$ cat src/rtl/lsc_pkg.sv
`default_nettype none
// ============================================================================
// Module   : lsc_pkg
// Brief    : Shared types, tap table and LFSR step function for the LFSR
//            stream cipher engine.
// Revision : 1.0 - initial release
// ============================================================================
package lsc_pkg;

    localparam int LSC_DW = 8;

    // Index 0 lives in the least-significant byte.
    localparam logic [8*LSC_DW-1:0] TAPS_8 = {
        8'hf3, 8'hfa, 8'hb2, 8'hb4, 8'hb8, 8'hc6, 8'hd4, 8'he1
    };

    typedef enum logic [2:0] {
        ST_IDLE      = 3'd0,
        ST_ENC_PRE   = 3'd1,
        ST_ENC_MSG   = 3'd2,
        ST_ENC_POST  = 3'd3,
        ST_DEC_SEED  = 3'd4,
        ST_DEC_TRAIN = 3'd5,
        ST_DEC_RUN   = 3'd6,
        ST_FIN       = 3'd7
    } lsc_state_e;

    function automatic logic [LSC_DW-1:0] lfsr_step(input logic [LSC_DW-1:0] state,
                                                    input logic [LSC_DW-1:0] tap);
        return {state[LSC_DW-2:0], ^(state & tap)};
    endfunction

endpackage
`default_nettype wire

$ cat src/rtl/lsc_lfsr_bank.sv
`default_nettype none
// ============================================================================
// Module   : lsc_lfsr_bank
// Brief    : NPAT parallel LFSR candidates with survivor mask; lane 0 doubles
//            as the running key generator once a tap has been chosen.
// Revision : 1.0 - initial release
// ============================================================================
module lsc_lfsr_bank
    import lsc_pkg::*;
#(
    parameter int                   DW        = LSC_DW,
    parameter int                   NPAT      = 8,
    parameter logic [NPAT*DW-1:0]   TAP_TABLE = TAPS_8,
    localparam int                  SW        = $clog2(NPAT)
) (
    input  logic            clk,
    input  logic            rst_n,
    input  logic            i_load,
    input  logic [DW-1:0]   i_seed,
    input  logic            i_train,
    input  logic [DW-1:0]   i_ref,
    input  logic            i_finish,
    input  logic [SW-1:0]   i_sel,
    input  logic            i_run,
    input  logic [DW-1:0]   i_run_tap,
    output logic [DW-1:0]   o_lane0,
    output logic [DW-1:0]   o_run_next,
    output logic [NPAT-1:0] o_mask_next
);

    logic [DW-1:0]   r_state [NPAT];
    logic [NPAT-1:0] r_mask;
    logic [DW-1:0]   w_next  [NPAT];

    generate
        for (genvar k = 0; k < NPAT; k++) begin : g_lane
            assign w_next[k]      = lfsr_step(r_state[k], TAP_TABLE[k*DW +: DW]);
            assign o_mask_next[k] = r_mask[k] && (w_next[k] == i_ref);
        end
    endgenerate

    assign o_lane0    = r_state[0];
    assign o_run_next = lfsr_step(r_state[0], i_run_tap);

    always_ff @(posedge clk or negedge rst_n) begin
        if (!rst_n) begin
            for (int k = 0; k < NPAT; k++) r_state[k] <= '0;
            r_mask <= '0;
        end else if (i_load) begin
            for (int k = 0; k < NPAT; k++) r_state[k] <= i_seed;
            r_mask <= '1;
        end else if (i_train) begin
            for (int k = 0; k < NPAT; k++) r_state[k] <= w_next[k];
            r_mask <= o_mask_next;
            // On the last training symbol the winner's state becomes the run key.
            if (i_finish) r_state[0] <= w_next[i_sel];
        end else if (i_run) begin
            r_state[0] <= o_run_next;
        end
    end

endmodule
`default_nettype wire

$ cat src/rtl/lfsr_stream_cipher.sv
`default_nettype none
// ============================================================================
// Module   : lfsr_stream_cipher
// Brief    : Streaming LFSR encrypt/decrypt engine with padded fixed frames.
//            Option macro LSC_STRIP_LEADING_EN: drop leading PAD plaintexts.
// Revision : 1.0 - initial release
// ============================================================================
module lfsr_stream_cipher
    import lsc_pkg::*;
#(
    parameter int                   DW        = LSC_DW,
    parameter int                   NPAT      = 8,
    parameter logic [NPAT*DW-1:0]   TAP_TABLE = TAPS_8,
    parameter int                   FRAME_LEN = 64,
    parameter int                   MIN_PRE   = 9,
    parameter logic [DW-1:0]        PAD       = 8'h20,
    localparam int                  IW        = $clog2(FRAME_LEN),
    localparam int                  SW        = $clog2(NPAT)
) (
    input  logic            clk,
    input  logic            rst_n,
    input  logic            i_cfg_valid,
    output logic            o_cfg_ready,
    input  logic            i_cfg_mode,
    input  logic [DW-1:0]   i_cfg_tap,
    input  logic [DW-1:0]   i_cfg_seed,
    input  logic [IW-1:0]   i_cfg_pre_len,
    input  logic            i_in_valid,
    output logic            o_in_ready,
    input  logic [DW-1:0]   i_in_data,
    input  logic            i_in_last,
    output logic            o_out_valid,
    input  logic            i_out_ready,
    output logic [DW-1:0]   o_out_data,
    output logic            o_out_last,
    output logic            o_busy,
    output logic            o_done,
    output logic [1:0]      o_err,
    output logic [SW-1:0]   o_tap_idx
);

    localparam logic [IW-1:0] c_LAST      = IW'(FRAME_LEN - 1);
    localparam logic [IW-1:0] c_TRAIN_END = IW'(MIN_PRE - 1);
    localparam logic [IW-1:0] c_ONE       = IW'(1);
`ifdef LSC_STRIP_LEADING_EN
    localparam logic          c_STRIP     = 1'b1;
`else
    localparam logic          c_STRIP     = 1'b0;
`endif

    lsc_state_e      r_state;
    logic [IW-1:0]   r_idx;
    logic [IW-1:0]   r_pre_len;
    logic [DW-1:0]   r_run_tap;
    logic            r_out_valid;
    logic [DW-1:0]   r_out_data;
    logic            r_out_last;
    logic            r_done;
    logic [1:0]      r_err;
    logic [SW-1:0]   r_tap_idx;
    logic            r_stripping;

    logic            w_out_free;
    logic            w_in_ready;
    logic            w_in_hs;
    logic            w_cfg_hs;
    logic            w_load;
    logic [DW-1:0]   w_seed;
    logic            w_train;
    logic            w_finish;
    logic            w_run;
    logic [DW-1:0]   w_ref;
    logic [DW-1:0]   w_lane0;
    logic [DW-1:0]   w_run_next;
    logic [DW-1:0]   w_pt;
    logic [NPAT-1:0] w_mask_next;
    logic [SW-1:0]   w_sel;
    logic [DW-1:0]   w_sel_tap;
    logic            w_any;

    assign w_out_free = !r_out_valid || i_out_ready;
    assign w_cfg_hs   = (r_state == ST_IDLE) && i_cfg_valid;
    assign w_in_hs    = i_in_valid && w_in_ready;
    assign w_ref      = i_in_data ^ PAD;
    assign w_pt       = i_in_data ^ w_run_next;

    always_comb begin
        w_in_ready = 1'b0;
        case (r_state)
            ST_ENC_MSG:   w_in_ready = r_err[0] ? 1'b1 : w_out_free;
            ST_DEC_SEED,
            ST_DEC_TRAIN: w_in_ready = 1'b1;
            ST_DEC_RUN:   w_in_ready = r_err[1] ? 1'b1 : w_out_free;
            default:      w_in_ready = 1'b0;
        endcase
    end

    always_comb begin
        w_run = 1'b0;
        case (r_state)
            ST_ENC_PRE,
            ST_ENC_POST: w_run = w_out_free;
            ST_ENC_MSG:  w_run = w_in_hs && !r_err[0];
            ST_DEC_RUN:  w_run = w_in_hs && !r_err[1];
            default:     w_run = 1'b0;
        endcase
    end

    // Lowest surviving candidate wins.
    always_comb begin
        w_sel     = '0;
        w_sel_tap = TAP_TABLE[DW-1:0];
        for (int k = NPAT - 1; k >= 0; k--) begin
            if (w_mask_next[k]) begin
                w_sel     = SW'(k);
                w_sel_tap = TAP_TABLE[k*DW +: DW];
            end
        end
    end
    assign w_any = |w_mask_next;

    assign w_load   = (w_cfg_hs && !i_cfg_mode) || ((r_state == ST_DEC_SEED) && w_in_hs);
    assign w_seed   = (r_state == ST_DEC_SEED) ? w_ref : i_cfg_seed;
    assign w_train  = (r_state == ST_DEC_TRAIN) && w_in_hs;
    assign w_finish = (r_idx == c_TRAIN_END);

    lsc_lfsr_bank #(
        .DW        (DW),
        .NPAT      (NPAT),
        .TAP_TABLE (TAP_TABLE)
    ) u_bank (
        .clk         (clk),
        .rst_n       (rst_n),
        .i_load      (w_load),
        .i_seed      (w_seed),
        .i_train     (w_train),
        .i_ref       (w_ref),
        .i_finish    (w_finish),
        .i_sel       (w_sel),
        .i_run       (w_run),
        .i_run_tap   (r_run_tap),
        .o_lane0     (w_lane0),
        .o_run_next  (w_run_next),
        .o_mask_next (w_mask_next)
    );

    always_ff @(posedge clk or negedge rst_n) begin
        if (!rst_n) begin
            r_state     <= ST_IDLE;
            r_idx       <= '0;
            r_pre_len   <= '0;
            r_run_tap   <= '0;
            r_out_valid <= 1'b0;
            r_out_data  <= '0;
            r_out_last  <= 1'b0;
            r_done      <= 1'b0;
            r_err       <= '0;
            r_tap_idx   <= '0;
            r_stripping <= 1'b0;
        end else begin
            r_done <= 1'b0;
            if (i_out_ready) begin
                r_out_valid <= 1'b0;
                r_out_last  <= 1'b0;
            end
            case (r_state)
                ST_IDLE: begin
                    if (i_cfg_valid) begin
                        r_err       <= '0;
                        r_idx       <= '0;
                        r_run_tap   <= i_cfg_tap;
                        r_pre_len   <= i_cfg_pre_len;
                        r_stripping <= c_STRIP;
                        r_state     <= i_cfg_mode ? ST_DEC_SEED : ST_ENC_PRE;
                    end
                end
                ST_ENC_PRE: begin
                    if (w_out_free) begin
                        r_out_valid <= 1'b1;
                        r_out_data  <= PAD ^ w_lane0;
                        r_out_last  <= 1'b0;
                        r_idx       <= r_idx + c_ONE;
                        if (r_idx == r_pre_len - c_ONE) r_state <= ST_ENC_MSG;
                    end
                end
                ST_ENC_MSG: begin
                    if (w_in_hs) begin
                        if (r_err[0]) begin
                            if (i_in_last) r_state <= ST_FIN;
                        end else begin
                            r_out_valid <= 1'b1;
                            r_out_data  <= i_in_data ^ w_lane0;
                            r_out_last  <= (r_idx == c_LAST);
                            r_idx       <= r_idx + c_ONE;
                            if (i_in_last)
                                r_state <= (r_idx == c_LAST) ? ST_FIN : ST_ENC_POST;
                            else if (r_idx == c_LAST)
                                r_err[0] <= 1'b1;
                        end
                    end
                end
                ST_ENC_POST: begin
                    if (w_out_free) begin
                        r_out_valid <= 1'b1;
                        r_out_data  <= PAD ^ w_lane0;
                        r_out_last  <= (r_idx == c_LAST);
                        r_idx       <= r_idx + c_ONE;
                        if (r_idx == c_LAST) r_state <= ST_FIN;
                    end
                end
                ST_DEC_SEED: begin
                    if (w_in_hs) begin
                        r_idx   <= c_ONE;
                        r_state <= ST_DEC_TRAIN;
                    end
                end
                ST_DEC_TRAIN: begin
                    if (w_in_hs) begin
                        r_idx <= r_idx + c_ONE;
                        if (r_idx == c_TRAIN_END) begin
                            if (w_any) begin
                                r_tap_idx <= w_sel;
                                r_run_tap <= w_sel_tap;
                            end else begin
                                r_err[1] <= 1'b1;
                            end
                            r_state <= ST_DEC_RUN;
                        end
                    end
                end
                ST_DEC_RUN: begin
                    if (w_in_hs) begin
                        r_idx <= r_idx + c_ONE;
                        if (!r_err[1]) begin
                            if (r_stripping && (w_pt == PAD)) begin
                                // A fully stripped frame still needs its closing beat.
                                if (r_idx == c_LAST) begin
                                    r_out_valid <= 1'b1;
                                    r_out_data  <= PAD;
                                    r_out_last  <= 1'b1;
                                end
                            end else begin
                                r_stripping <= 1'b0;
                                r_out_valid <= 1'b1;
                                r_out_data  <= w_pt;
                                r_out_last  <= (r_idx == c_LAST);
                            end
                        end
                        if (r_idx == c_LAST) r_state <= ST_FIN;
                    end
                end
                ST_FIN: begin
                    if (w_out_free) begin
                        r_done  <= 1'b1;
                        r_state <= ST_IDLE;
                    end
                end
                default: r_state <= ST_IDLE;
            endcase
        end
    end

    assign o_cfg_ready = (r_state == ST_IDLE);
    assign o_busy      = (r_state != ST_IDLE);
    assign o_in_ready  = w_in_ready;
    assign o_out_valid = r_out_valid;
    assign o_out_data  = r_out_data;
    assign o_out_last  = r_out_last;
    assign o_done      = r_done;
    assign o_err       = r_err;
    assign o_tap_idx   = r_tap_idx;

endmodule
`default_nettype wire

$ cat config.mk
export PLATFORM = sky130hd
export DESIGN_NAME = lfsr_stream_cipher
export DESIGN_NICKNAME = d
export VERILOG_FILES = /design/src/rtl/lsc_pkg.sv /design/src/rtl/lsc_lfsr_bank.sv /design/src/rtl/lfsr_stream_cipher.sv
export SDC_FILE = /design/constraint.sdc
export NUM_CORES = 1
export LEC_CHECK = 0
export ABC_AREA = 1
export ABC_CLOCK_PERIOD_IN_PS = 7100
export CAP_MARGIN = 20
export CORE_UTILIZATION = 46
export CTS_CLUSTER_SIZE = 30
export DETAILED_ROUTE_END_ITERATION = 16
export PLACE_DENSITY = 0.69
export SYNTH_ARGS = -nofsm -noshare
export SYNTH_HDL_FRONTEND = slang
export SYNTH_SLANG_ARGS = --single-unit
$ cat constraint.sdc
create_clock -name clk -period 7.1 [get_ports clk]
set_clock_uncertainty 0.1 [all_clocks]
set_input_delay 1.775 -clock clk [delete_from_list [all_inputs] [get_ports clk]]
set_output_delay 1.775 -clock clk [all_outputs]
set_load 0.05 [all_outputs]
==> out/qor.yml <==
worst_setup_path:
  r2r_slack_ns: 2.93
  worstPathRequired_ns: 5.22
  end_kind: "primary output"
  cp_data_arrival_time_ns: 3.55
  critPathMaxFanout: 3
  ff2ff_path_depth: 12
  critPathLaunchType: "primary input"
  critPathKind: "primary input to primary output"
outcome:
  status: "finished, final reports clean"
final_layout:
  final_core_util: 0.524
  diodes: 0
  drive_gt1_frac: 0.0683
  fin_nets: 1313
  area_delta_synth_final_pct: 10.5
detailed_routing:
  first_iter_violations: 978
  wirelength_mm: 26.5
  vias_per_cell: 5.74
  drcViolationCount: 0
  ant_nets: 0
  wl_per_cell_um: 17.7
  drt_first_pass_iters: 6
  vias: 8604
global_routing:
  grt_use_met2: 0.442
  antenna_found_initial: 0
  first_global_vias: 7695
  gr-total-overflow: 0
  grt.total_usage: 0.299
  use_met1: 0.424
  grt_pass1_wl_mm: 42.1
  busiest_layer: "met2"
  grt_max_degree: 87
  met3_usage: 0.0552
timing:
  timing.final.ws_setup_ns: 1.68
  hold_viol: 0
  slew_violations: 0
  slew_headroom: 0.439
  worst_pin_slew_ns: 0.839
  period_share: 0.764
  final.setup.tns_ns: 0
  setup_viol: 0
  rsz0062_at_grt: "false"
  min_period_ns: 5.42
  max_freq_mhz: 184
logic_synthesis:
  yosysTopAreaCell: "dfrtp_1"
  yosysMostFrequentCell: "nand2_1"
  synth_edf_count: 0
  synth_cells: 1247
  synthTopCellsByCount: "nand2_1 (413), o21ai_0 (163), inv_1 (118)"
  synth_nets: 1292
  synth_top_cell_area_share: 0.336
  postSynthRegisterBits: 111
  synth.distinct_cells: 55
  syn-cell-area_mm2: 0.00826
  yosysWarnings: 0
  synth_seq_area_share: 0.336
  synth_area_leaders: "dfrtp_1 (34%), nand2_1 (19%), o21ai_0 (9.9%), inv_1 (5.4%), nand3_1 (5.2%)"
  synthArstFlopShare: 1.00
  postSynthAreaPerCell_um2: 6.62
  ys.flop_type: "dfrtp_1"
placement:
  dp_slack_ns: 1.69
  dp_hpwl_mm: 18.8
  port_buffers: 55
  gp_congestion: 0.954
floorplanning:
  initial_core_util: 0.474
  rows: 48
  die_x_um: 136
  pin_count: 56
  core-area_mm2: 0.0174
  die_h_um: 136
  die_area_mm2: 0.0185
clocking:
  ctsResizeCount: 0
  clk_pin_slew_ns: 0.08
  clockRootBuffer: "clkbuf_16"
  cts_tree: "built"
  clock_latency_ns: 0.38
  cts_max_level: 3
  cts_buffer_depth: 2
  clock-sinks: 111
  cts_hold_buf: 0
  postCtsSetupRepairBufs: 0
  numCtsBuffers: 9
pwr:
  peakVddDrop_mv: 0.288
  p_leak_nw: 4.39
  power.density_mw_per_mm2: 472
  power_mw: 4.31
worst_hold_path:
  hold_depth: 2
  hp-class: "flip-flop to flip-flop"
run:
  maxCapViolCount: 0
-- where the power goes --
part           internal, mW  switching (mW)  total [mW]
clock                 0.243           0.271       0.514
combinational         0.878            1.70        2.58
sequential            0.933           0.286        1.22
total                  2.05            2.25        4.31
-- path summary, 6_finish.rpt --
kind,end,startpoint
setup / recovery,o_in_ready,i_out_ready
hold / removal,o_out_data[3],o_out_data[3]
setup reg to reg,u_bank.r_state[10],r_state[0]
hold reg to reg,o_out_data[3],o_out_data[3]
max in group asynchronous,o_out_data[2],rst_n
min in group asynchronous,u_bank.r_state[6],rst_n
-- kinds of logic after synthesis --
logic type,share of synthesized area
AO/OA/AOI/OAI,0.162
XOR/XNOR,0.0442
adder cells (fa/ha/maj),0.0121
buffers and inverters,0.0997
flip-flops,0.336
AND/OR/NAND/NOR,0.346
-- cells in the final DEF (no fill, tap or decap), drive strengths merged --
cell type      count
ha                 8
clkinvlp           2
o41ai              1
nand2            426
a21oi             34
nand4             23
nor4               1
buf                4
o22ai             13
o21ai            169
o2111ai            3
clkinv             4
nor2              97
nor3b              2
a31oi              4
and3               1
xnor2             23
and2               1
a21boi             2
or2                2
o211ai            10
nand3             88
clkbuf             9
o221ai             2
nor3              14
dfrtp            111
a41oi              1
o32ai              1
o31ai              2
clkdlybuf4s50     54
o21bai             1
or3                1
xor2              17
inv              142
-- state kept, by name (all words and copies together), names as in the netlist --
signal,cells
u_bank.r_state,56
o_out_data,8
r_run_tap,8
u_bank.o_lane0,8
u_bank.r_mask,8
r_idx,6
r_pre_len,6
o_tap_idx,3
r_state,3
o_err,2
o_done,1
o_out_last,1
o_out_valid,1
-- through the flow --
stage / std cells / instance area (um^2) / hold slack [ns]
final: 1498 / 9130 / 0.384
after detailed placement: 1482 / 8840 / 0.366
after CTS: 1498 / 9130 / 0.387
after floorplan: 1247 / 8260 / 0.342
after global routing: 1498 / 9130 / 0.407
after global placement: 1482 / 8840 / 0.365
-- worst max-delay path: stages --
cell	delay (ns)
clkdlybuf4s50_1	0.48
inv_1	0.04
nand2_1	0.09
o21ai_1	0.09
a21oi_2	0.22
clkdlybuf4s50_1	0.84
-- metal layers --
metal / up-vias / share of wire
met3: 80 / 0.10
met1: 3969 / 0.43
met5: - / 0
li1: 4078 / -
met2: 477 / 0.43
met4: 0 / 0.036
-- cell type report --
type,count,area (um^2)
timing repair buffer,58,571
multi-input combinational,947,4670
clock inverter,7,57.6
sequential,111,2780
clock buffer,9,225
fill,1803,8290
inverter,141,542
tap,225,282
Note: power is estimated with default switching activity, not from simulation.
